File: src/rtl/acc_ctrl.sv
// Fetch/decode/execute sequencer for the 8-bit accumulator datapath.
// Define ACC_CTRL_BRANCH_EN to implement JMP (0xD) and JZ (0xE); otherwise they decode as NOP.
module acc_ctrl #(
  parameter int unsigned PC_W = 4
) (
  input  logic            clk,
  input  logic            CLB,
  input  logic            start,
  output logic [PC_W-1:0] imem_addr,
  output logic            imem_req,
  input  logic            imem_ack,
  input  logic [7:0]      imem_data,
  input  logic            acc_zero,
  output logic [1:0]      SelAcc,
  output logic            loadAcc,
  output logic [2:0]      alu_op,
  output logic [3:0]      rf_addr,
  output logic            rf_we,
  output logic [3:0]      imm,
  output logic            busy,
  output logic            halted
);

  typedef enum logic [2:0] {
    StIdle,
    StFetch,
    StDecode,
    StExec,
    StHalt
  } state_e;

  localparam logic [3:0] OpLdi = 4'h1;
  localparam logic [3:0] OpLdr = 4'h2;
  localparam logic [3:0] OpStr = 4'h3;
  localparam logic [3:0] OpAdd = 4'h4;
  localparam logic [3:0] OpSub = 4'h5;
  localparam logic [3:0] OpAnd = 4'h6;
  localparam logic [3:0] OpOr  = 4'h7;
  localparam logic [3:0] OpXor = 4'h8;
  localparam logic [3:0] OpJmp = 4'hD;
  localparam logic [3:0] OpJz  = 4'hE;
  localparam logic [3:0] OpHlt = 4'hF;

  state_e            state_q, state_d;
  logic [PC_W-1:0]   pc_q, pc_d;
  logic [7:0]        ir_q, ir_d;
  logic [3:0]        arg_q, arg_d;
  logic [3:0]        op;

  assign op = ir_q[7:4];

  always_ff @(posedge clk or posedge CLB) begin
    if (CLB) begin
      state_q <= StIdle;
      pc_q    <= '0;
      ir_q    <= '0;
      arg_q   <= '0;
    end else begin
      state_q <= state_d;
      pc_q    <= pc_d;
      ir_q    <= ir_d;
      arg_q   <= arg_d;
    end
  end

`ifndef ACC_CTRL_BRANCH_EN
  logic unused_acc_zero;
  assign unused_acc_zero = acc_zero;
`endif

  always_comb begin
    state_d = state_q;
    pc_d    = pc_q;
    ir_d    = ir_q;
    arg_d   = arg_q;
    unique case (state_q)
      StIdle, StHalt: begin
        if (start) begin
          state_d = StFetch;
          pc_d    = '0;
        end
      end
      StFetch: begin
        if (imem_ack) begin
          ir_d    = imem_data;
          pc_d    = pc_q + PC_W'(1);
          state_d = StDecode;
        end
      end
      StDecode: begin
        arg_d   = ir_q[3:0];
        state_d = StExec;
      end
      StExec: begin
`ifdef ACC_CTRL_BRANCH_EN
        // acc_zero is sampled here so a preceding LDI is already visible.
        if ((op == OpJmp) || ((op == OpJz) && acc_zero)) begin
          pc_d = PC_W'(arg_q);
        end
`endif
        state_d = (op == OpHlt) ? StHalt : StFetch;
      end
      default: state_d = StIdle;
    endcase
  end

  // Strobes decode purely from registered state so reset removes them at once.
  always_comb begin
    SelAcc  = 2'b00;
    loadAcc = 1'b0;
    alu_op  = 3'd0;
    rf_we   = 1'b0;
    if (state_q == StExec) begin
      case (op)
        OpLdi: begin
          SelAcc  = 2'b10;
          loadAcc = 1'b1;
        end
        OpLdr: begin
          SelAcc  = 2'b01;
          loadAcc = 1'b1;
        end
        OpStr: rf_we = 1'b1;
        OpAdd, OpSub, OpAnd, OpOr, OpXor: begin
          alu_op  = 3'(op - OpAdd);
          loadAcc = 1'b1;
        end
        default: ;
      endcase
    end
  end

  assign imem_addr = pc_q;
  assign imem_req  = (state_q == StFetch);
  assign rf_addr   = arg_q;
  assign imm       = arg_q;
  assign busy      = (state_q == StFetch) || (state_q == StDecode) || (state_q == StExec);
  assign halted    = (state_q == StHalt);

endmodule

File: config.mk
export PLATFORM = sky130hd
export DESIGN_NAME = acc_ctrl
export DESIGN_NICKNAME = d
export VERILOG_FILES = /design/src/rtl/acc_ctrl.sv
export SDC_FILE = /design/constraint.sdc
export NUM_CORES = 1
export LEC_CHECK = 0
export ABC_CLOCK_PERIOD_IN_PS = 1800
export CORE_MARGIN = 1
export CORE_UTILIZATION = 30
export CTS_CLUSTER_DIAMETER = 100
export DETAILED_ROUTE_END_ITERATION = 6
export GPL_ROUTABILITY_DRIVEN = 0
export PLACE_DENSITY = 0.67
export SETUP_SLACK_MARGIN = 0.5
export SLEW_MARGIN = 40
export SYNTH_ARGS = -nofsm -noshare
export SYNTH_HDL_FRONTEND = slang
export SYNTH_SLANG_ARGS = --single-unit
File: constraint.sdc
create_clock -name clk -period 1.8 [get_ports clk]
set_input_delay 0.54 -clock clk [delete_from_list [all_inputs] [get_ports clk]]
set_output_delay 0.54 -clock clk [all_outputs]
set_load 0.02 [all_outputs]
# --- Word-level counts from Yosys, hierarchy flattened ---
# Cells that the tools add are included.
op_classes:
  n_addsub: 2
  mul: 0
  div_mod_pow: 0
  order_cmp: 0
  n_eq_ne: 15
  n_shift: 0
  mux: 15
  n_bitwise: 0
  n_reduce_logical: 10
op_table:
  columns: ["operator", "n"]
  rows:
  - ["$eq A4 B3 Y1 const B", 4]
  - ["$mux W3", 5]
  - ["$pmux W3 S4", 1]
  - ["$eq A4 B2 Y1 const B", 2]
  - ["$eq A4 B4 Y1 const B", 2]
  - ["$mux W4", 2]
  - ["$pmux W4 S2", 1]
  - ["$reduce_or A7 Y1", 1]
  - ["$eq A3 B2 Y1 const B", 2]
  - ["$reduce_or A5 Y1", 1]
  - ["$add A4 B1 Y4 const B", 1]
  - ["$eq A4 B1 Y1 const B", 1]
  - ["$mux W1", 4]
  - ["$pmux W2 S2", 1]
  - ["$reduce_and A2 Y1", 2]
  - ["$eq A3 B1 Y1 const B", 1]
  - ["$eq A3 B3 Y1 const B", 1]
  - ["$logic_not A3 Y1", 1]
  - ["$reduce_and A3 Y1", 1]
  - ["$sub A3 B3 Y3 const B", 1]
  - ["$logic_or A1 B1 Y1", 2]
  - ["$mux W2", 1]
  - ["$ne A2 B1 Y1 const B", 1]
  - ["$ne A2 B2 Y1 const B", 1]
  - ["other kinds (2)", 2]
totals:
  regBits: 19
  latch_bits: 0
  mem_bits_rw: 0
  rom_bits: 0
  output_inout_bits: 22
  wordCells: 46
  n_memories: 0

# --- Longest topological paths before layout ---
depth:
  depth_word: 4
  depth_mapped: 5
  depth_no_buf: 3

# --- Worst setup path after synthesis ---
# Ideal clock, no wire load.
synth_path:
  path_type: "flip-flop to output port"
  from: "reg state_q[2]"
  to: "out SelAcc[0]"
  t_arrival_ns: 1.529
  required_time_ns: 1.260
  slack_ns: -0.269
  stages_incl_launch_ff: 5
  n_path_buf: 1
  path_cell_list: "dfrtp_1 > buf_6 > nand3b_4 > or3b_4 > nor3_1"
synth_via:
  elab_chain_cells: 2
synth_lines:
  columns: ["item", "line_no", "text"]
  rows:
  - ["from (decl)", "44", "state_e state_q, state_d;"]
  - ["from (signal assigned)", "54", "state_q <= StIdle;"]
  - ["from (signal assigned)", "59", "state_q <= state_d;"]
  - ["$eq A3 B2 Y1", "113", "if (state_q == StExec) begin"]
  - ["$mux W2", "113", null]
  - ["to (decl)", "14", "output logic [1:0] SelAcc,"]
# Every way passes these cells.

# --- Worst setup path after layout ---
layout_path:
  from: "reg state_q[2]"
  to: "out rf_we"
layout_via:
  elab_chain_cells: 2
layout_lines:
  columns: ["item", "line_no", "text"]
  rows:
  - ["$eq A3 B2 Y1", "113", null]
  - ["$mux W1", "113", null]
  - ["to (decl)", "18", "output logic rf_we,"]
# Every way passes these cells.

==> impl_metrics.env <==
export IMPL_tightest_slew_ns=0.244
export IMPL_reg2reg_setup_slack_ns=0.16
export IMPL_syn_to_final_growth_pct=71.3
export IMPL_top_usage_layer="met2"
export IMPL_wl_um=2550
export IMPL_synth_simple_area_share=0.201
export IMPL_synth_compound_area_frac=0.0851
export IMPL_drt_pass1_iter_count=4
export IMPL_finalClockSkew_ns=0.0110
export IMPL_leakagePower_nw=0.814
export IMPL_worstSetupEndpoint="rf_we"
export IMPL_violations="negative setup slack"
export IMPL_first_iter_violations=33
export IMPL_hp_class="register to register"
export IMPL_gr_usage_met1=0.212
export IMPL_synth_xor_area_frac=0.00863
export IMPL_antenna_found_initial=0
export IMPL_via_per_inst=4.55
export IMPL_ys_seq_elements=19
export IMPL_die_h_um=60.2
export IMPL_dp_cells=170
export IMPL_netlist_top_cells_count="dfrtp_1 (19), mux2_2 (12), buf_4 (6)"
export IMPL_cp_required_ns=1.26
export IMPL_dp_hpwl_um=1690
export IMPL_n_antenna_cell=0
export IMPL_cts_root_buf="clkbuf_4"
export IMPL_worstReg2RegStart="state_q[1]"
export IMPL_synth_top_area_frac=0.469
export IMPL_yosysTopAreaCell="dfrtp_1"
export IMPL_min_from="ir_q[3]"
export IMPL_avgSynthCellArea_um2=11.8
export IMPL_fin_area_um2=1740
export IMPL_fmax_mhz=468
export IMPL_ir_drop_uv=534
export IMPL_final_cells=186
export IMPL_synth_edf_count=0
export IMPL_slew_viol_final=0
export IMPL_period_share=1.19
export IMPL_cts_buffers=3
export IMPL_clock_sinks=19
export IMPL_max_slew_margin=0.837
export IMPL_final_hold_violation_count=0
export IMPL_fin_util=0.556
export IMPL_ant_nets=0
export IMPL_crit_fanout=3
export IMPL_drive_gt1_frac=0.577
export IMPL_holdBufCountCts=0
export IMPL_cts_tree="built"
export IMPL_place_area_um2=1490
export IMPL_dieArea_um2=3620
export IMPL_setup_ws_ns=-0.337
export IMPL_drc=0
export IMPL_grt_start_max_net_pins=20
export IMPL_rsz0062_at_grt="yes"
export IMPL_synth_area_leaders="dfrtp_1 (47%), mux2_2 (13%), buf_4 (4.4%), nand2b_1 (2.5%), nor3b_2 (2.5%)"
export IMPL_start_kind="register"
export IMPL_synth_area_mux_share=0.143
export IMPL_die_w_um=60.2
export IMPL_grt_pass1_wl_um=4020
export IMPL_crit_type="register to output port"
export IMPL_track_usage=0.155
export IMPL_hold_slack_ns=0.517
export IMPL_ys_flop_type="dfrtp_1"
export IMPL_synth_fa_ha_area_frac=0.0123
export IMPL_fillers=264
export IMPL_htree_levels=1
export IMPL_rr_endpoint="ir_q[4]"
export IMPL_vias=846
export IMPL_reg2reg_depth=5
export IMPL_ys_seq_area_frac=0.469
export IMPL_startpoint="state_q[2]"
export IMPL_place_ws_ns=-0.492
export IMPL_clk_pin_slew_ns=0.11
export IMPL_cts_buffer_depth=2
export IMPL_cap_violations=0
export IMPL_endpoint_kind="output port"
export IMPL_synth_top_family_by_area="simple AND/OR/NAND/NOR gates"
export IMPL_synth_cell_types=31
export IMPL_cp_data_arrival_time_ns=1.60
export IMPL_core_area_um2=3130
export IMPL_start_util=0.324
export IMPL_outcome="complete, but fails checks"
export IMPL_synth_area_um2=1010
export IMPL_wl_per_cell_um=13.7
export IMPL_grt_pass1_vias=852
export IMPL_port_buffer_count=33
export IMPL_grt_overflow_total=0
export IMPL_period_needed_ns=2.14
export IMPL_use_met3=0.0260
export IMPL_setup_violations=10
export IMPL_num_rows=20
export IMPL_synth_warnings=0
export IMPL_final_nets=157
export IMPL_clk_latency_ns=0.30
export IMPL_pwr_density_cell_nw_per_um2=1700
export IMPL_gr_usage_met2=0.228
export IMPL_syn_instance_count=86
export IMPL_synth_nets=100
export IMPL_ys_async_sr_fraction=1.00
export IMPL_synth_most_common_cell="dfrtp_1"
export IMPL_boundaryPins=35
-- per-stage QoR --
stage | setup TNS [ns] | power (mW)
floorplan | -0.179 | 1.75
global placement | -2.96 | 2.25
detailed placement | -3.28 | 2.30
CTS | -1.40 | 2.82
global route | -2.56 | 3.12
finish | -1.91 | 2.95
-- placed cells by master, fill, tap and decap left out, types with 2 or more instances in the layout --
cell	n
a21o_1	2
a21oi_1	2
a22o_1	2
and4bb_4	2
buf_4	24
buf_6	23
clkbuf_4	3
clkdlybuf4s50_1	9
dfrtp_1	19
dlygate4sd2_1	2
inv_1	3
mux2_2	2
mux2_4	10
nand2_2	2
nand2b_1	3
nand3b_1	2
nor2_1	2
nor2_4	2
nor3b_4	3
o22ai_1	2
-- flip-flops by register name (all words and copies together), names as in the netlist --
signal,cells
imm,4
ir_q,8
state_q,3
imem_addr,4
-- where the power goes --
| group | switching [mW] | internal, mW |
|---|---|---|
| registers | 0.186 | 0.620 |
| logic | 0.818 | 1.11 |
| clock network | 0.133 | 0.0828 |
| total | 1.14 | 1.81 |
-- worst min-delay path by stage --
stage / depth (start not counted) / end / slack (ns)
after floorplan: 1 / ir_q[3] / 0.47
after global placement: 1 / imm[3] / 0.48
after detailed placement: 1 / imm[3] / 0.49
after CTS: 1 / imm[3] / 0.52
after global routing: 1 / imm[1] / 0.55
final: 1 / imm[3] / 0.52
-- cell families (layout without fill, tap and decap cells) --
kind of cell,after synthesis,count (layout)
DFF,19,19
AOI/OAI and AO/OA,12,12
xor gates and xnor gates,1,1
buffers and inverters,12,67
and+or+nand+nor,28,29
muxes,13,13
adders and majority gates,1,1
-- repair_timing --
item,4_1_cts,5_1_grt
pin swaps,3,5
buffers inserted,7,4
resized for setup,150,9
endpoints found under the setup margin,38,39
cloned,1,0
-- critical path, cell delays in order (launching register included) --
cell      delay (ns)
dfrtp_1         0.39
nand3b_4        0.16
or3b_4          0.42
nor3b_4         0.20
buf_6           0.14
-- metal layers --
| layer | up-vias | routed length (um) |
|---|---|---|
| li1 | 412 | - |
| met4 | 0 | 61 |
| met3 | 7 | 87 |
| met2 | 18 | 1230 |
| met1 | 409 | 1180 |
| met5 | - | 0 |
-- final cells by class --
cell class / instances / area, um^2 / share of cell area
Sequential cell: 19 / 475 / 0.274
Tap cell: 44 / 55.1 / 0.0317
Clock inverter: 1 / 5.00 / 0.00288
Multi-Input combinational cell: 56 / 603 / 0.347
Inverter: 4 / 15.0 / 0.00864
Timing Repair Buffer: 59 / 562 / 0.323
Clock buffer: 3 / 22.5 / 0.0130
(Power assumes the default switching activity.)
